**src/rtl/fsm_multi_if.sv**
```systemverilog
// rtl/fsm_multi_if.sv - control/status bundle for the multi-channel sequencer
// Ports:
//   en, clr   : enable and soft clear from the controller
//   a         : one control bit per channel
//   k1, k2    : per-channel pulses (Clear->Idle, Stop->Clear)
//   err       : per-channel timeout-abort pulse
//   state     : 2 bits of state code per channel
//   done_cnt  : CNT_W bits of completion count per channel
// master drives en/clr/a; slave (the design) drives the status outputs.
interface fsm_multi_if #(
    parameter int N     = 4,
    parameter int CNT_W = 8
);
    logic                 en;
    logic                 clr;
    logic [N-1:0]         a;
    logic [N-1:0]         k1;
    logic [N-1:0]         k2;
    logic [N-1:0]         err;
    logic [2*N-1:0]       state;
    logic [N*CNT_W-1:0]   done_cnt;

    modport master (
        output en, clr, a,
        input  k1, k2, err, state, done_cnt
    );

    modport slave (
        input  en, clr, a,
        output k1, k2, err, state, done_cnt
    );
endinterface

```
**src/rtl/fsm_multi.sv**
```systemverilog
// rtl/fsm_multi.sv - N independent Idle/Start/Stop/Clear sequencers with hold qualification and timeout
// Ports:
//   clk   : single clock, rising edge
//   rst_n : asynchronous active-low reset
//   bus   : fsm_multi_if.slave (en, clr, a in; k1, k2, err, state, done_cnt out)
// Parameters: N channels, HOLD qualifying cycles, TIMEOUT (0 = off), CNT_W counter width.
// The interface instance must be built with the same N and CNT_W.
module fsm_multi #(
    parameter int N       = 4,
    parameter int HOLD    = 1,
    parameter int TIMEOUT = 0,
    parameter int CNT_W   = 8
) (
    input  logic          clk,
    input  logic          rst_n,
    fsm_multi_if.slave    bus
);

    typedef enum logic [1:0] {
        IDLE  = 2'b00,
        START = 2'b01,
        STOP  = 2'b10,
        CLEAR = 2'b11
    } state_t;

    localparam int             HOLD_LAST_I = HOLD - 1;
    localparam logic [7:0]     HOLD_LAST   = HOLD_LAST_I[7:0];
    localparam int             TO_LAST_I   = (TIMEOUT > 0) ? TIMEOUT - 1 : 0;
    localparam logic [15:0]    TO_LAST     = TO_LAST_I[15:0];
    localparam bit             TO_ON       = (TIMEOUT > 0);

    state_t               st_q    [N];
    logic [7:0]           hold_q  [N];
    logic [15:0]          timer_q [N];
    logic [CNT_W-1:0]     cnt_q   [N];
    logic [N-1:0]         k1_q;
    logic [N-1:0]         k2_q;
    logic [N-1:0]         err_q;

    logic [N-1:0]         match;
    logic [N-1:0]         qual;
    logic [N-1:0]         tmo;

    function automatic state_t next_state(input state_t s);
        case (s)
            IDLE:    next_state = START;
            START:   next_state = STOP;
            STOP:    next_state = CLEAR;
            default: next_state = IDLE;
        endcase
    endfunction

    // Idle and Stop wait for a high level, Start and Clear for a low level.
    always_comb begin
        match = '0;
        qual  = '0;
        tmo   = '0;
        for (int i = 0; i < N; i++) begin
            match[i] = (bus.a[i] == ((st_q[i] == IDLE) || (st_q[i] == STOP)));
            qual[i]  = match[i] && (hold_q[i] == HOLD_LAST);
            tmo[i]   = TO_ON && (st_q[i] != IDLE) && (timer_q[i] == TO_LAST);
        end
    end

    always_ff @(posedge clk or negedge rst_n) begin
        if (!rst_n) begin
            for (int i = 0; i < N; i++) begin
                st_q[i]    <= IDLE;
                hold_q[i]  <= '0;
                timer_q[i] <= '0;
                cnt_q[i]   <= '0;
            end
            k1_q  <= '0;
            k2_q  <= '0;
            err_q <= '0;
        end else if (bus.clr) begin
            for (int i = 0; i < N; i++) begin
                st_q[i]    <= IDLE;
                hold_q[i]  <= '0;
                timer_q[i] <= '0;
                cnt_q[i]   <= '0;
            end
            k1_q  <= '0;
            k2_q  <= '0;
            err_q <= '0;
        end else if (!bus.en) begin
            // Frozen: only the pulses drop so none can repeat on re-enable.
            k1_q  <= '0;
            k2_q  <= '0;
            err_q <= '0;
        end else begin
            for (int i = 0; i < N; i++) begin
                k1_q[i]  <= 1'b0;
                k2_q[i]  <= 1'b0;
                err_q[i] <= 1'b0;
                if (qual[i]) begin
                    // A qualified move wins over a timeout on the same edge.
                    st_q[i]    <= next_state(st_q[i]);
                    hold_q[i]  <= '0;
                    timer_q[i] <= '0;
                    if (st_q[i] == STOP) begin
                        k2_q[i] <= 1'b1;
                    end
                    if (st_q[i] == CLEAR) begin
                        k1_q[i] <= 1'b1;
                        if (cnt_q[i] != {CNT_W{1'b1}}) begin
                            cnt_q[i] <= cnt_q[i] + 1'b1;
                        end
                    end
                end else if (tmo[i]) begin
                    st_q[i]    <= IDLE;
                    hold_q[i]  <= '0;
                    timer_q[i] <= '0;
                    err_q[i]   <= 1'b1;
                end else begin
                    hold_q[i]  <= match[i] ? hold_q[i] + 8'd1 : 8'd0;
                    timer_q[i] <= ((st_q[i] == IDLE) || !TO_ON) ? 16'd0 : timer_q[i] + 16'd1;
                end
            end
        end
    end

    always_comb begin
        bus.state    = '0;
        bus.done_cnt = '0;
        for (int i = 0; i < N; i++) begin
            bus.state[2*i +: 2]        = st_q[i];
            bus.done_cnt[CNT_W*i +: CNT_W] = cnt_q[i];
        end
        bus.k1  = k1_q;
        bus.k2  = k2_q;
        bus.err = err_q;
    end

endmodule

```
**src/flat_wrapper.sv**
```systemverilog
// flat-port wrapper written by rule: the top's interface ports become plain ports
module fsm_multi_flat 
#(
    parameter int N       = 4,
    parameter int HOLD    = 1,
    parameter int TIMEOUT = 0,
    parameter int CNT_W   = 8
)
  (clk, rst_n, bus_en, bus_clr, bus_a, bus_k1, bus_k2, bus_err, bus_state, bus_done_cnt);
  fsm_multi_if #(.N(N), .CNT_W(CNT_W)) bus_i ();
  input  logic clk;
  input  logic rst_n;
  input wire logic [$bits(bus_i.en)-1:0] bus_en;
  input wire logic [$bits(bus_i.clr)-1:0] bus_clr;
  input wire logic [$bits(bus_i.a)-1:0] bus_a;
  output wire logic [$bits(bus_i.k1)-1:0] bus_k1;
  output wire logic [$bits(bus_i.k2)-1:0] bus_k2;
  output wire logic [$bits(bus_i.err)-1:0] bus_err;
  output wire logic [$bits(bus_i.state)-1:0] bus_state;
  output wire logic [$bits(bus_i.done_cnt)-1:0] bus_done_cnt;
  assign bus_i.en = bus_en;
  assign bus_i.clr = bus_clr;
  assign bus_i.a = bus_a;
  assign bus_k1 = bus_i.k1;
  assign bus_k2 = bus_i.k2;
  assign bus_err = bus_i.err;
  assign bus_state = bus_i.state;
  assign bus_done_cnt = bus_i.done_cnt;
  fsm_multi #(.N(N), .HOLD(HOLD), .TIMEOUT(TIMEOUT), .CNT_W(CNT_W)) u_core (.clk(clk), .rst_n(rst_n), .bus(bus_i));
endmodule
```
**config.mk**
```make
export PLATFORM = sky130hd
export DESIGN_NAME = fsm_multi_flat
export DESIGN_NICKNAME = d
export VERILOG_FILES = /design/src/rtl/fsm_multi_if.sv /design/src/rtl/fsm_multi.sv /design/src/flat_wrapper.sv
export SDC_FILE = /design/constraint.sdc
export NUM_CORES = 1
export LEC_CHECK = 0
export ABC_AREA = 1
export BUFFER_PORTS_ARGS = -buffer_cell sky130_fd_sc_hd__buf_2
export CAP_MARGIN = 40
export CORE_MARGIN = 8
export CORE_UTILIZATION = 60
export CTS_BUF_LIST = sky130_fd_sc_hd__clkbuf_4
export DETAILED_ROUTE_END_ITERATION = 8
export PLACE_DENSITY = 0.82
export SYNTH_ARGS = -nofsm -noshare
export SYNTH_HDL_FRONTEND = slang
export SYNTH_SLANG_ARGS = --single-unit
export TNS_END_PERCENT = 1
```
**constraint.sdc**
```tcl
create_clock -name clk -period 1.6 [get_ports clk]
set_input_delay 0.16 -clock clk [delete_from_list [all_inputs] [get_ports clk]]
set_output_delay 0.16 -clock clk [all_outputs]
set_load 0.01 [all_outputs]
```
-- Yosys cells after proc, flatten, opt, wreduce, memory -nomap -nowiden
Index checks and enable logic that the tools add are counted.
Widths: inputs -> output; s select.
- latch bits: 0
- memory bits (writable): 0
- ROM bits: 0
- output and inout bits: 52
- memories: 0
- bits of input ports: 8
- register bits: 80
- word-level logic and storage cells: 133
- bitwise gates (word level): 0
- muxes and demuxes: 54
- reductions and logical operators: 37
- shift-type cells: 0
- add/subtract/negate cells: 8
- equality and inequality tests: 20
- div/mod/pow operators: 0
- multiply operators: 0
- order comparisons: 0
- operators by type and width (kind ; count):
    $mux 8 ; 22
    $mux 32 ; 4
    $add 8x1->8 const B ; 8
    $logic_not 8->1 ; 4
    $ne 8x8->1 const B ; 4
    $reduce_bool 2->1 ; 13
    $pmux 2 s3 ; 4
    $eq 2x2->1 const B ; 8
    $mux 1 ; 16
    $mux 4 ; 4
    $reduce_and 4->1 ; 4
    $eq 2x1->1 const B ; 4
    $logic_not 2->1 ; 4
    $mux 2 ; 4
    $reduce_and 2->1 ; 4
    $eq 1x1->1 ; 4
    $logic_and 1x1->1 ; 4
    $logic_or 1x1->1 ; 4

-- Depth between registers and ports, before layout
Gate-level depths: netlist of run 1.
- word-level depth: 7
- gate-level depth with buffers: 11
- mapped depth without buffers: 11

-- Worst setup path before layout of run 1
OpenSTA, ideal clock, no wires.
- kind: reg2reg
- start point: register u_core.st_q, in the netlist u_core.bus.state[2]
- end point: register u_core.cnt_q, in the netlist u_core.bus.done_cnt[10]
- required time: 1.482 ns
- data arrival time: 1.398 ns
- library setup time: 0.118 ns
- setup slack: 0.084 ns
- period minus slack after synthesis: 1.516 ns
- buffers on the path: 0
- cell stages (with the launch flop): 9
- cells stage by stage: dfrtp_1 inv_1 ha_1 nor2_1 nand2_1 nand2_1 nand4_1 nand3_1 nand2_1
- word-level cells in the longest chain between the ends: 6
- elaborated cells between the ends (all ways): 9
- classes of those cells: 3 x eq/ne; 6 x reduce/logical
- ends and longest elaborated chain (item ; line ; text):
    start, declared ; fsm_multi.sv:32 ; state_t st_q [N];
    start signal, assigned by index ; fsm_multi.sv:98 ; st_q[i] <= next_state(st_q[i]);
    $eq 2x2->1 or $logic_not 2->1 (tied branches) ; fsm_multi.sv:59 ; match[i] = (bus.a[i] == ((st_q[i] == IDLE) || (st_q[i] == STOP)));
    $logic_or 1x1->1 ; fsm_multi.sv:59 ;
    $eq 1x1->1 ; fsm_multi.sv:59 ;
    $logic_and 1x1->1 ; fsm_multi.sv:60 ; qual[i] = match[i] && (hold_q[i] == HOLD_LAST);
    $reduce_bool 2->1 (no source line) ; -- ;
    $reduce_and 4->1 (no source line) * ; -- ;
    end signal, assigned by index ; fsm_multi.sv:107 ; cnt_q[i] <= cnt_q[i] + 1'b1;
    end, declared ; fsm_multi.sv:35 ; logic [CNT_W-1:0] cnt_q [N];
Every way passes the cells marked *; elsewhere a longest branch is shown, timed or not.
A chain may end at the register's enable or synchronous reset.

-- Worst setup path after layout of run 1
- start point: register u_core.st_q, in the netlist u_core.bus.state[1]
- end point: register u_core.cnt_q, in the netlist u_core.bus.done_cnt[6]
- word-level cells in the longest chain between the ends: 6
- elaborated cells between the ends (all ways): 9
- classes of those cells: 3 x eq/ne; 6 x reduce/logical
- ends and longest elaborated chain (item ; line):
    $eq 2x2->1 or $logic_not 2->1 (tied branches) ; --
    $logic_or 1x1->1 ; fsm_multi.sv:59
    $eq 1x1->1 ; fsm_multi.sv:59
    $logic_and 1x1->1 ; fsm_multi.sv:60
    $reduce_bool 2->1 (no source line) ; --
    $reduce_and 4->1 (no source line) * ; --
Marked as above.

==> metrics.cfg, run 1 <==
[run_status]
failed_checks=negative setup slack
status=finished, violations left

[yosys]
synth.area.top_cells=dfrtp_1 (41%), nand2_1 (14%), nor2_1 (7.5%)
synth_cell_types=29
yosysSeqAreaShare_pct=41.3
synth_top_area_share_pct=41.3
postSynthAreaPerCell_um2=7.53
yosys_register_bits=80
synth_top_area_cell=dfrtp_1
syn_area_mm2=0.00485
synth_warnings=0
syn_inst=644

[pwr]
p_per_area_mw_per_mm2=975
ir_drop_uv=531
leakage_nw=3.11

[job]
maxCapViolCount=0

[place]
place.gp.congestion=0.847
place_hpwl_mm=7.93
dp_cells=815
place.port_buffers=55

[sta]
drv_slew=0
layout_min_cycle_time_ns=1.60
fin_hold_ws_ns=0.0391
hold_viol_final=0
max_freq_mhz=624
clock-skew-final_ns=0.0191
fin_crit_sh_pct=100
finalWorstSetupSlack_ns=-0.00259
rsz0062_at_grt=yes
setup_viol=1

[finish]
n_antenna_cell=0
layout-drive-gt1-share_pct=24.2
nNetsFinal=772
synthToLayoutAreaGrowth_pct=20.6
fin_cells=850
fill_cells=600

[hold_path]
hp-class=in -> reg
hold_start=bus_a[2]

[global_route]
grt_pass1_vias=4271
use_met1_pct=23.8
grt_use_met3_pct=3.02
antenna_found_initial=0
grt_use_met2_pct=35.8
grt.busiest_layer=met2
grt_pass1_wl_mm=19.0
grt_use_total_pct=20.2
grt_start_max_net_pins=53
grt_overflow=0

[cts]
cts_tree=done
path_clk_slew_ns=0.13
cts.htree.levels=3
clockRootBuffer=clkbuf_4
worstSkewPairLatency_ns=0.43
cts_buffer_depth=2
cts_buffers=9
numClockSinks=80

[detailed_routing]
vias_per_cell=5.30
drt_iter0_drc=234
drc_errors=0
ant_nets=0
wl_per_cell_um=13.9
firstDrtPassIters=5
routed_wirelength_mm=11.8
vias=4509

[setup_path]
worst-r2r-setup-slack_ns=-0.003
crit_fanout=8
r2r-start=u_core.bus.state[1]
cp.arrival_ns=1.93
setup.worst_path.start_class=flip-flop
startpoint=u_core.bus.state[1]
crit_path_end_kind=flip-flop
worstPathRequired_ns=1.92
crit_type=reg -> reg

[floorplan]
die_w_um=106
start_util_pct=60.6
core_region_area_mm2=0.00801
die_y_um=106
row_count=33
die-area_mm2=0.0112
ios=60

through the flow:
| stage | util, % | area [um2] | power (mW) | setup TNS (ns) | setup slack (ns) |
|---|---|---|---|---|---|
| 4_1_cts | 69.6 | 5580 | 5.29 | -0.00135 | -0.00135 |
| 3_5_place_dp | 66.9 | 5360 | 3.90 | -0.604 | -0.0453 |
| 6_report | 73.1 | 5850 | 5.71 | -0.00259 | -0.00259 |
| 3_3_place_gp | 66.9 | 5360 | 3.81 | 0 | 0.0297 |
| 5_1_grt | 73.1 | 5850 | 6.07 | -1.42 | -0.0787 |
| 2_1_floorplan | - | 4860 | 3.33 | 0 | 0.0844 |
routing by layer:
| metal | up-vias | routed length [um] |
|---|---|---|
| met4 | 0 | 272 |
| met2 | 106 | 6120 |
| met3 | 28 | 559 |
| met1 | 2147 | 4830 |
| met5 | - | 0 |
| li1 | 2228 | - |
state kept, by name (all words and copies together) (netlist names):
signal,cells
u_core.bus.done_cnt,32
u_core.hold_q,32
u_core.bus.state,8
u_core.bus.k1,4
u_core.bus.k2,4
Yosys cell counts (all sizes together):
| cell | number |
|---|---|
| o21bai | 5 |
| buf | 13 |
| nor3b | 1 |
| xor2 | 23 |
| inv | 72 |
| nor4 | 1 |
| nor2 | 103 |
| ha | 24 |
| clkbuf | 2 |
| nand3b | 11 |
| nand3 | 61 |
| xnor2 | 6 |
| dfrtp | 80 |
| o21ai | 15 |
| nand4 | 26 |
| nor3 | 5 |
| a21oi | 4 |
| nand2 | 191 |
| conb | 1 |
final cells by class:
type | instances | area (um2) | share of cell area [%]
Tap cell | 105 | 131 | 2.24
Multi-Input combinational cell | 480 | 2670 | 45.6
Sequential cell | 80 | 2000 | 34.2
Inverter | 72 | 273 | 4.66
Timing Repair Buffer | 97 | 621 | 10.6
Clock inverter | 7 | 86.3 | 1.47
Clock buffer | 9 | 67.6 | 1.15
repair_timing:
item / CTS / global route
endpoints found under the hold margin: 28 / 0
resized for setup: 10 / 61
buffers inserted: 3 / 15
hold buffers: 1 / 0
pin swaps: 2 / 18
setup endpoints to repair: 35 / 74
where the power goes:
part	internal, mW	switching, mW	total, mW
sequential	2.19	0.153	2.34
combinational	0.793	1.23	2.03
clock	0.621	0.720	1.34
total	3.60	2.10	5.71
path summary, 6_finish.rpt:
kind | end | cells after the start
worst max-delay path | u_core.bus.done_cnt[6] | 10
min in group asynchronous | u_core.bus.state[2] | 2
worst min register to register | u_core.hold_q[25] | 2
worst min-delay path | u_core.bus.state[4] | 3
worst max register to register | u_core.bus.done_cnt[6] | 10
max in group asynchronous | u_core.bus.state[5] | 3
logic make-up after synthesis:
kind of cell / Yosys count / share of synthesized area [%]
AOI/OAI and AO/OA: 24 / 2.81
adders and majority gates: 24 / 6.19
other: 1 / 0.0773
buffers and inverters: 87 / 7.94
xor gates and xnor gates: 29 / 5.23
and+or+nand+nor: 399 / 36.5
DFF: 80 / 41.3
worst max-delay path, stage by stage (launching register included):
cell and delay [ns]:
dfrtp_1 0.47, inv_2 0.08, ha_4 0.16, inv_2 0.06, nand3b_1 0.12, nand2_4 0.11, nand2_4 0.07, nand2_4 0.11
nand3_4 0.16, nand2_1 0.10, nand2_1 0.05
cells in the final DEF (no fill, tap or decap), types with 18 or more instances in the layout:
master / instances
inv_1: 55
nand2_2: 19
nand3_1: 54
buf_2: 54
nor2_1: 94
nand4_1: 26
dfrtp_1: 79
xor2_1: 23
ha_1: 18
nand2_1: 165
buf_4: 40
Note: power is estimated with default switching activity, not from simulation.
==> inputs of run 2 (changes only) <==
--- a/config.mk
+++ b/config.mk
@@ -12,7 +12,9 @@
 export CORE_UTILIZATION = 60
 export CTS_BUF_LIST = sky130_fd_sc_hd__clkbuf_4
 export DETAILED_ROUTE_END_ITERATION = 8
+export GPL_TIMING_DRIVEN = 0
 export PLACE_DENSITY = 0.82
+export SETUP_SLACK_MARGIN = 0.05
 export SYNTH_ARGS = -nofsm -noshare
 export SYNTH_HDL_FRONTEND = slang
 export SYNTH_SLANG_ARGS = --single-unit
==> run 2 against run 1 <==
The flow still finishes with violations (negative setup slack). Clock power is 7% lower. First-iteration DRC count is 6.4% lower. Core utilization is 0.30 points higher. Combinational power is 2% higher. Cell count is 0.47% lower. Die area stayed put. Critical path depth stayed put. Critical path type unchanged. Critical endpoint is now u_core.bus.done_cnt[16]. Largest power group unchanged. Highest routed layer unchanged.
==> metrics.cfg, run 2 (same netlist as run 1, synthesis figures left out) <==
[place]
post_dp_cell_area_mm2=0.00530  ; -1.0%
place.port_buffers=55  ; unchanged
place_hpwl_mm=8.09  ; +2.1%
dp_cells=808  ; -0.86%
place.gp.congestion=0.882  ; +4.2%

[finish]
layout.area.seq_mm2=0.00201  ; +0.12%
fin_cells=846  ; -0.47%
final_core_util_pct=73.4  ; +0.30 points
final_common_cell=nand2_1
nNetsFinal=768  ; -0.52%
fill_cells=622  ; +3.7%
layout-drive-gt1-share_pct=25.5  ; +1.3 points
synthToLayoutAreaGrowth_pct=21.1
multi_input_area_mm2=0.00272  ; +1.7%
stdcell_area_mm2=0.00588  ; +0.41%
final_cell_mix=nand2_1 (167), nor2_1 (90), dfrtp_1 (77), buf_2 (58), nand3_1 (51)
n_antenna_cell=0  ; unchanged

[detailed_routing]
drt_iter0_drc=219  ; -6.4%
firstDrtPassIters=5  ; unchanged
vias_per_cell=5.33  ; +0.52%
vias=4511  ; +0.044%
wl_per_cell_um=14.2  ; +2.3%
ant_nets=0  ; unchanged
drc_errors=0  ; unchanged
routed_wirelength_mm=12.0  ; +1.9%

[setup_path]
max_stage_delay_ns=0.45  ; -0.02 ns
r2r_cells=10  ; unchanged
setup.worst_path.start_class=flip-flop
cp_common_cell=nand2_2
cp.arrival_ns=2.01  ; +0.08 ns
path_cells=inv_1 -> ha_2 -> inv_2 -> nand2_2 -> nand2_2 -> nand2_4 -> nand3_4 -> nor2_4 -> nand3b_1 -> nand2_1
slowest_stage=dfrtp_1
crit_type=reg -> reg
crit_path_end_kind=flip-flop
worstPathRequired_ns=1.98  ; +0.06 ns
crit_fanout=7  ; -1

[global_route]
grt_use_total_pct=21.0  ; +0.83 points
antenna_found_initial=0  ; unchanged
grt_start_max_net_pins=57  ; +7.5%
grt_overflow=0  ; unchanged
grt_pass1_wl_mm=19.7  ; +3.3%
grt_pass1_vias=4299  ; +0.66%

[sta]
setup_viol=4  ; +3
max_slew_margin_pct=63.2
layout_min_cycle_time_ns=1.63  ; +0.0229 ns
drv_slew=0  ; unchanged
worst_pin_slew_ns=0.552
finalWorstSetupSlack_ns=-0.0255  ; -0.0229 ns
max_freq_mhz=615  ; -1.4%
rsz0062_at_grt=yes
fin_crit_sh_pct=102  ; +1.4 points
clock-skew-final_ns=0.0226  ; +0.00350 ns
hold_viol_final=0  ; unchanged

[floorplan]
start_util_pct=60.6  ; unchanged
die-area_mm2=0.0112  ; unchanged
row_count=33  ; unchanged
die_w_um=106  ; unchanged
ios=60  ; unchanged
core_region_area_mm2=0.00801  ; unchanged
die_y_um=106  ; unchanged

[cts]
path_clk_slew_ns=0.12  ; about the same
worstSkewPairLatency_ns=0.45  ; +0.02 ns
cts_buffers=9  ; unchanged
cts_tree=done
clockRootBuffer=clkbuf_4
cts.htree.levels=3  ; unchanged
cts_buffer_depth=2  ; unchanged
numClockSinks=80  ; unchanged

[run_status]
status=finished, violations left
failed_checks=negative setup slack

[pwr]
leakage_nw=3.09  ; -0.72%
ir_drop_uv=481  ; -9.4%
p_per_area_mw_per_mm2=969  ; -0.61%

[job]
maxCapViolCount=0  ; unchanged

[hold_path]
hold_path_depth=3  ; unchanged
hp-class=in -> reg

==> run 2: cell count changes in the layout (fill, tap and decap cells not counted), sizes merged <==
cell      change
clkinvlp      -1
clkinv        -1
buf           -6
clkbuf        +5
bufinv        -1
==> run 2: cell type report <==
class | instances | area share (%)
Buffer | 15 | 1.96
Clock inverter | 4 | 0.766
Clock buffer | 12 | 1.53
Sequential cell | 80 | 34.1
Inverter | 72 | 4.68
Multi-Input combinational cell | 480 | 46.2
Tap cell | 105 | 2.24
Timing Repair Buffer | 78 | 8.47
==> run 2: worst paths after layout <==
check / startpoint / slack, ns / to
max: u_core.bus.state[5] / -0.03 / u_core.bus.done_cnt[16]
min: bus_a[2] / 0.01 / u_core.bus.state[4]
max reg2reg: u_core.bus.state[5] / -0.03 / u_core.bus.done_cnt[16]
min reg2reg: u_core.bus.done_cnt[1] / 0.55 / u_core.bus.done_cnt[1]
max in group asynchronous: rst_n / 0.85 / u_core.bus.done_cnt[16]
min in group asynchronous: rst_n / 0.15 / u_core.bus.k2[0]
==> run 2: repair_timing <==
| action | in CTS | in global routing |
|---|---|---|
| hold buffers | 1 | 0 |
| gates resized for setup | 25 | 66 |
| hold endpoints to repair | 25 | 0 |
| cloned | 0 | 0 |
| buffers inserted | 5 | 16 |
| pin swaps | 7 | 33 |
| endpoints found under the setup margin | 71 | 73 |
==> run 2: where the power goes <==
group	switching, mW	internal [mW]
Sequential	0.193	2.19
Combinational	1.24	0.824
Clock	0.722	0.523
==> run 2: layer usage <==
layer | routed length (um) | track usage (%)
met4 | 240 | 8.04
met1 | 4900 | 25.3
met3 | 656 | 3.33
met5 | 0 | 0
met2 | 6200 | 36.8
==> run 2: stage by stage <==
step	hold slack (ns)	TNS (ns)	setup slack [ns]	total power [mW]
2_1_floorplan	-0.136	0	0.0844	3.33
3_3_place_gp	0.460	-18.51	-0.225	3.71
3_5_place_dp	0.104	-3.35	-0.132	3.80
4_1_cts	0.00645	0	0.0520	5.15
5_1_grt	0.0274	-1.10	-0.104	6.03
6_report	0.0101	-0.0422	-0.0255	5.70
==> run 2: critical path: cells and delay by family (launching register included) <==
family	cells	cell delay, ns
DFF	1	0.45
and+or+nand+nor	7	0.75
adders and majority gates	1	0.20
buffers and inverters	2	0.16
